### config.mk
export PLATFORM = sky130hd
export DESIGN_NAME = gol_gen_scheduler
export DESIGN_NICKNAME = d
export VERILOG_FILES = /design/src/rtl/gol_gen_scheduler.sv
export SDC_FILE = /design/constraint.sdc
export NUM_CORES = 1
export LEC_CHECK = 0
export ABC_CLOCK_PERIOD_IN_PS = 3200
export CORE_MARGIN = 2
export CORE_UTILIZATION = 30
export DETAILED_ROUTE_END_ITERATION = 8
export DONT_BUFFER_PORTS = 1
export GPL_ROUTABILITY_DRIVEN = 0
export GPL_TIMING_DRIVEN = 0
export PLACE_DENSITY = 0.42
export SYNTH_ARGS = -nofsm -noshare
export SYNTH_HDL_FRONTEND = slang
export SYNTH_SLANG_ARGS = --single-unit
### constraint.sdc
create_clock -name clk -period 3.2 [get_ports clk]
set_input_delay 0.48 -clock clk [delete_from_list [all_inputs] [get_ports clk]]
set_output_delay 0.48 -clock clk [all_outputs]
set_load 0.005 [all_outputs]
### src/rtl/gol_gen_scheduler.sv
// Game of Life generation scheduler: run/pause/step/speed controls turned into a
// gen_req/gen_done handshake. Define GOL_GEN_COUNT_EN to add the gen_count output.
module gol_gen_scheduler #(
  parameter int BASE_PERIOD = 50000000,
  parameter int SPEED_W     = 3,
  parameter int CNT_W       = 26,
  parameter int GEN_W       = 16
) (
  input  logic               clk,
  input  logic               reset,
  input  logic               run_toggle,
  input  logic               step,
  input  logic               speed_up,
  input  logic               speed_down,
  input  logic               gen_done,
  output logic               gen_req,
  output logic               running,
  output logic [SPEED_W-1:0] speed
`ifdef GOL_GEN_COUNT_EN
  ,
  output logic [GEN_W-1:0]   gen_count
`endif
);

  localparam logic [1:0] PAUSED = 2'd0;
  localparam logic [1:0] COUNT  = 2'd1;
  localparam logic [1:0] BUSY   = 2'd2;

  localparam logic [31:0] BASE = 32'(BASE_PERIOD);

  logic [1:0]         state, state_next;
  logic               running_next;
  logic [CNT_W-1:0]   prescaler, prescaler_next;
  logic [SPEED_W-1:0] speed_next;
  logic [CNT_W-1:0]   limit;
  logic [31:0]        shifted;
  logic               done_accept;

  // Period shrinks by half per speed level, but never below one cycle.
  always_comb begin
    shifted = BASE >> speed;
    limit   = (shifted == 32'd0) ? '0 : CNT_W'(shifted - 32'd1);
  end

  // NOTE: every output of this block gets a default first so no latch is inferred.
  always_comb begin
    state_next     = state;
    running_next   = running;
    prescaler_next = prescaler;
    speed_next     = speed;
    done_accept    = 1'b0;

    if (speed_up && !speed_down && speed != '1)
      speed_next = speed + 1'b1;
    else if (speed_down && !speed_up && speed != '0)
      speed_next = speed - 1'b1;

    case (state)
      PAUSED: begin
        if (run_toggle) begin
          state_next     = COUNT;
          running_next   = 1'b1;
          prescaler_next = '0;
        end else if (step) begin
          state_next = BUSY;
        end
      end
      COUNT: begin
        if (run_toggle) begin
          state_next     = PAUSED;
          running_next   = 1'b0;
          prescaler_next = '0;
        end else if (prescaler >= limit) begin
          // >= rather than == so a speed increase never lets the count run past the limit.
          state_next     = BUSY;
          prescaler_next = '0;
        end else begin
          prescaler_next = prescaler + 1'b1;
        end
      end
      BUSY: begin
        running_next = running ^ run_toggle;
        if (gen_done) begin
          done_accept    = 1'b1;
          state_next     = running_next ? COUNT : PAUSED;
          prescaler_next = '0;
        end
      end
      default: begin
        state_next     = PAUSED;
        running_next   = 1'b0;
        prescaler_next = '0;
      end
    endcase
  end

  // NOTE: sequential state uses non-blocking assignments so all flops update together.
  always_ff @(posedge clk or posedge reset) begin
    if (reset) begin
      state     <= PAUSED;
      running   <= 1'b0;
      gen_req   <= 1'b0;
      speed     <= '0;
      prescaler <= '0;
    end else begin
      state     <= state_next;
      running   <= running_next;
      gen_req   <= (state_next == BUSY);
      speed     <= speed_next;
      prescaler <= prescaler_next;
    end
  end

`ifdef GOL_GEN_COUNT_EN
  always_ff @(posedge clk or posedge reset) begin
    if (reset)
      gen_count <= '0;
    else if (done_accept)
      gen_count <= gen_count + 1'b1;
  end
`endif

endmodule

### Word level (Yosys, flattened, before mapping)

Index checks and enable logic that the tools add are counted.

* $add $sub $neg: 4
* order comparisons: 1
* equality and inequality tests: 7
* shift-type cells: 1
* muxes and demuxes: 18
* bitwise gates (word level): 1
* reduce and logical (&&, ||, !) cells: 12

Operators with widths (number)
* $mux 26: 5
* $pmux 26 s3: 1
* $logic_not 32->1: 1
* $shr 26x3->32 const A: 1
* $add 26x1->26 const B: 1
* $ge 26x26->1: 1
* $sub 26x1->26 const B: 1
* $mux 2: 5
* $mux 3: 2
* $ne 2x2->1 const B: 3
* $pmux 2 s3: 1
* $eq 2x2->1 const B: 2
* $logic_and 1x1->1: 4
* $reduce_and 2->1: 2
* $add 3x1->3 const B: 1
* $mux 1: 3
* $ne 3x3->1 const B: 1
* $pmux 1 s3: 1
* $reduce_bool 3->1: 1
* $sub 3x1->3 const B: 1
* $eq 2x1->1 const B: 1
* $logic_not 1->1: 2
* $logic_not 2->1: 1
* $reduce_bool 2->1: 1
* $xor 1x1->1: 1

* bits in registers: 33
* input port bits: 7
* output and inout port bits: 5
* logic and storage cells: 49

### Depth between registers and ports, before layout

* word-level depth: 8
* depth in mapped cells: 15
* depth with buffers taken out: 11

### Least setup slack after synthesis

Ideal clock, no wire load.

* path type: register -> register
* start point: register speed[2]
* end point: register prescaler[5]
* setup time: 73 ps
* arrival: 2907 ps
* data required time: 3127 ps
* path slack: 220 ps
* cell stages (with the launch flop): 14
* buffers on the path: 4
* period minus slack after synthesis: 2980 ps
* path through: dfrtp_1 > clkbuf_1 > inv_1 > clkbuf_1 > o21ai_0 > ha_1 > a21o_1 > a221o_1 > a2111oi_1 > and3_1 > buf_6 > a21oi_4 > buf_6 > nor2_1

* longest elaborated chain between the ends: 7
* elaborated cells on any way between the ends: 8
* classes of those cells: 1 x add/sub; 1 x order compare; 1 x shift; 4 x mux; 1 x reduce/logical

RTL lines
* start: declaration: RTL line 18 `output logic [SPEED_W-1:0] speed`
* start signal: assignment: RTL line 109 `speed <= speed_next;`
* $shr 26x3->32 *: RTL line 41 `shifted = BASE >> speed;`
* $sub 26x1->26 / $logic_not 32->1 (equally long branches): RTL line 42 `limit = (shifted == 32'd0) ? '0 : CNT_W'(shifted - 32'd1);`
* $mux 26 *: RTL line 42
* $ge 26x26->1 *: RTL line 73 `end else if (prescaler >= limit) begin`
* $mux 26 *: RTL line 73
* $mux 26 *: RTL line 69 `if (run_toggle) begin`
* $pmux 26 s3 *: RTL line 58 `case (state)`
* end signal: assignment: RTL line 110 `prescaler <= prescaler_next;`
* end: declaration: RTL line 33 `logic [CNT_W-1:0] prescaler, prescaler_next;`

Every way passes the cells marked *; elsewhere a longest branch is shown, timed or not.
A chain may end at the register's enable or synchronous reset.

### Final worst setup path

* start point: register speed[2]
* end point: register prescaler[16]

Same word-level chain as after synthesis.

==> flow_metrics.tcl <==
set metrics [dict create \
    htreeDepth 2 \
    min_period_ns 3.06 \
    drt-wirelength-per-cell_um 16.0 \
    fp-row-count 33 \
    slew_headroom_pct 44.6 \
    start_util_pct 30.6 \
    async_flop_share_pct 100 \
    arrival_ns 3.24 \
    overflow 0 \
    die_y_um 95.2 \
    path_max_fanout 10 \
    slowest_delay_ns 0.45 \
    cp.required_ns 3.38 \
    swShare_pct 42.9 \
    nFillCells 847 \
    vias_per_cell 5.08 \
    p_seq_share_pct 26.6 \
    hold_class "input port to asynchronous set/reset pin" \
    cp-start-kind "flip-flop" \
    cts_max_path_buffers 2 \
    grt_max_degree 34 \
    synthTopCellsByCount "nor2_1, dfrtp_1, nand2_1" \
    core-area_um2 8130 \
    fin_tns_setup_ns 0 \
    comb_power_share_pct 53.0 \
    postSynthCellCount 291 \
    worst_slack_ns 0.139 \
    ir_worst_vdd_uv 207 \
    drive_gt1_share_pct 15.6 \
    track_usage_pct 15.9 \
    status "finished, final reports clean" \
    vias 2132 \
    areaGrowthSynthToFinish_pct 18.5 \
    grt_pass1_wl_um 11200 \
    synth_top_area_cell "dfrtp_1" \
    insertion_delay_ns 0.29 \
    finalSetupViolCount 0 \
    drc 0 \
    syn-num-nets 326 \
    portBuffers 0 \
    skew_ns 0.00789 \
    drtAntennaViolNets 0 \
    pre_cts_ws_ns -0.563 \
    ys_types 44 \
    power_frac_clock_pct 20.4 \
    fmax_mhz 327 \
    wl_um 6740 \
    ys_seq_area_share_pct 33.1 \
    crit_top_cell "buf_4" \
    power.density_nw_per_um2 703 \
    synth-edff-count 0 \
    first_pass_iters 7 \
    worstMarginPinSlew_ns 0.820 \
    hpwl_um 4680 \
    num-nets-final 349 \
    io-pin-count 12 \
    maxCapViolations 0 \
    synth_seq_cells 33 \
    antenna_found_initial 0 \
    p_switching_mw 0.892 \
    die_w_um 95.2 \
    numCtsBuffers 5 \
    first_iter_violations 78 \
    cts_tree "yes" \
    synth_flop_cell "dfrtp_1" \
    fin_util_pct 36.3 \
    clkTransAtPathRegs_ns 0.08 \
    finalCritPeriodShare_pct 95.7 \
    yosysWarnings 0 \
    hold_viol 0 \
    p_leak_nw 1.31 \
    yosys-top-cells-area "dfrtp_1, ha_1, nor2_1" \
    synth_top_cell_area_share_pct 33.1 \
    clock_sinks 33 \
    path_cells "buf_6 -> inv_1 -> buf_4 -> o21ai_2 -> ha_1 -> nand4_1 -> nor4_4 -> buf_4 -> a2111oi_4 -> and3_1 -> buf_6 -> a21oi_4 -> buf_4 -> nor2_1" \
    crit_type "flip-flop to flip-flop" \
    cp-end-kind "flip-flop" \
    synth_most_common_cell "nor2_1" \
    antenna_cells 0 \
    die_area_um2 9050 \
    slew_viol_final 0 \
    cts_root_buf "clkbuf_8" \
    synth_area_um2 2490 \
    first_global_vias 2083 \
    intPower_mw 1.19 \
    synth_area_per_cell_um2 8.56 \
    cp_slowest_cell "dfrtp_2" \
]
==> worst paths after layout <==
path                       slack, ns          from  depth (start not counted)       endpoint
max                             0.14      speed[2]                         14  prescaler[16]
min reg2reg                     0.58  prescaler[0]                          1   prescaler[0]
max in group asynchronous       2.48         reset                          1       speed[0]
min in group clk                0.34    run_toggle                          1        running
min                             0.20         reset                          1       state[0]
max reg2reg                     0.14      speed[2]                         14  prescaler[16]
==> power by group through the flow <==
stage | Combinational [mW] | Clock [mW] | Sequential, mW
after global routing | 1.25 | 0.464 | 0.569
after CTS | 0.974 | 0.441 | 0.546
final | 1.10 | 0.425 | 0.553
after floorplan | 0.665 | 0 | 0.530
after global placement | 0.869 | 0 | 0.550
after detailed placement | 0.871 | 0 | 0.552
==> metal layers <==
metal	wire, um	share of wire, %	track usage, %
met5	0	0	0
met4	71	1.1	3.62
met3	146	2.2	2.13
met2	3090	46	25.2
met1	3430	51	22.9
==> repair_timing <==
item	in CTS	in global routing
setup buffers	7	7
setup endpoints to repair	29	27
gates cloned	0	2
resized for setup	16	17
pin swaps	4	7
hold buffers	0	0
==> sequential cells by signal (all words and copies together) (netlist names) <==
| signal | cells |
|---|---|
| speed | 3 |
| running | 1 |
| gen_req | 1 |
| prescaler | 26 |
| state | 2 |
==> layout by cell type, fill, tap and decap left out, types with 2 or more instances in the layout <==
cell,count
nor2_1,34
nand2_1,31
dfrtp_1,30
ha_1,27
nand3_1,15
a21oi_1,15
buf_4,15
xor2_1,13
o21ai_0,12
inv_1,11
nand4_1,9
nor3_1,7
and3_1,6
xnor2_1,6
o22ai_1,6
clkbuf_8,6
buf_6,5
and2_1,4
nand2b_1,4
nor2b_1,3
a211oi_1,3
a21o_1,3
clkbuf_1,3
or3_1,3
a31oi_1,3
dfrtp_2,3
and4_1,2
nor3b_1,2
nand3_2,2
nor2_2,2
o211ai_1,2
==> cells by family (layout without fill, tap and decap cells) <==
| group | after synthesis | in the layout | synth area share (%) |
|---|---|---|---|
| buf+inv | 21 | 45 | 3.77 |
| fa+ha+maj | 28 | 28 | 14.4 |
| flops | 33 | 33 | 33.1 |
| xor+xnor | 19 | 19 | 6.68 |
| compound gates | 57 | 57 | 15.9 |
| simple gates | 133 | 133 | 26.2 |
==> through the flow <==
stage	hold slack, ns	std cells	power, mW	area (um2)
after floorplan	0.511	291	1.20	2490
after global placement	0.553	396	1.42	2620
after detailed placement	0.549	396	1.42	2620
after CTS	0.235	411	1.96	2860
after global routing	0.261	420	2.28	2950
final	0.198	420	2.08	2950
==> critical path, delay by kind of cell, from the launching register on <==
family	cells	cell delay (ns)
fa+ha+maj	1	0.29
buf+inv	6	0.94
simple gates	4	0.84
flops	1	0.45
compound gates	3	0.41
==> final cells by class <==
cell class / instances / area, um2 / area share (%)
Buffer: 8 / 65.1 / 2.20
Clock buffer: 7 / 86.3 / 2.92
Clock inverter: 1 / 30.0 / 1.02
Inverter: 13 / 52.6 / 1.78
Multi-Input combinational cell: 237 / 1640 / 55.4
Sequential cell: 33 / 830 / 28.1
Tap cell: 105 / 131 / 4.45
Timing Repair Buffer: 16 / 121 / 4.11
(Power assumes the default switching activity.)
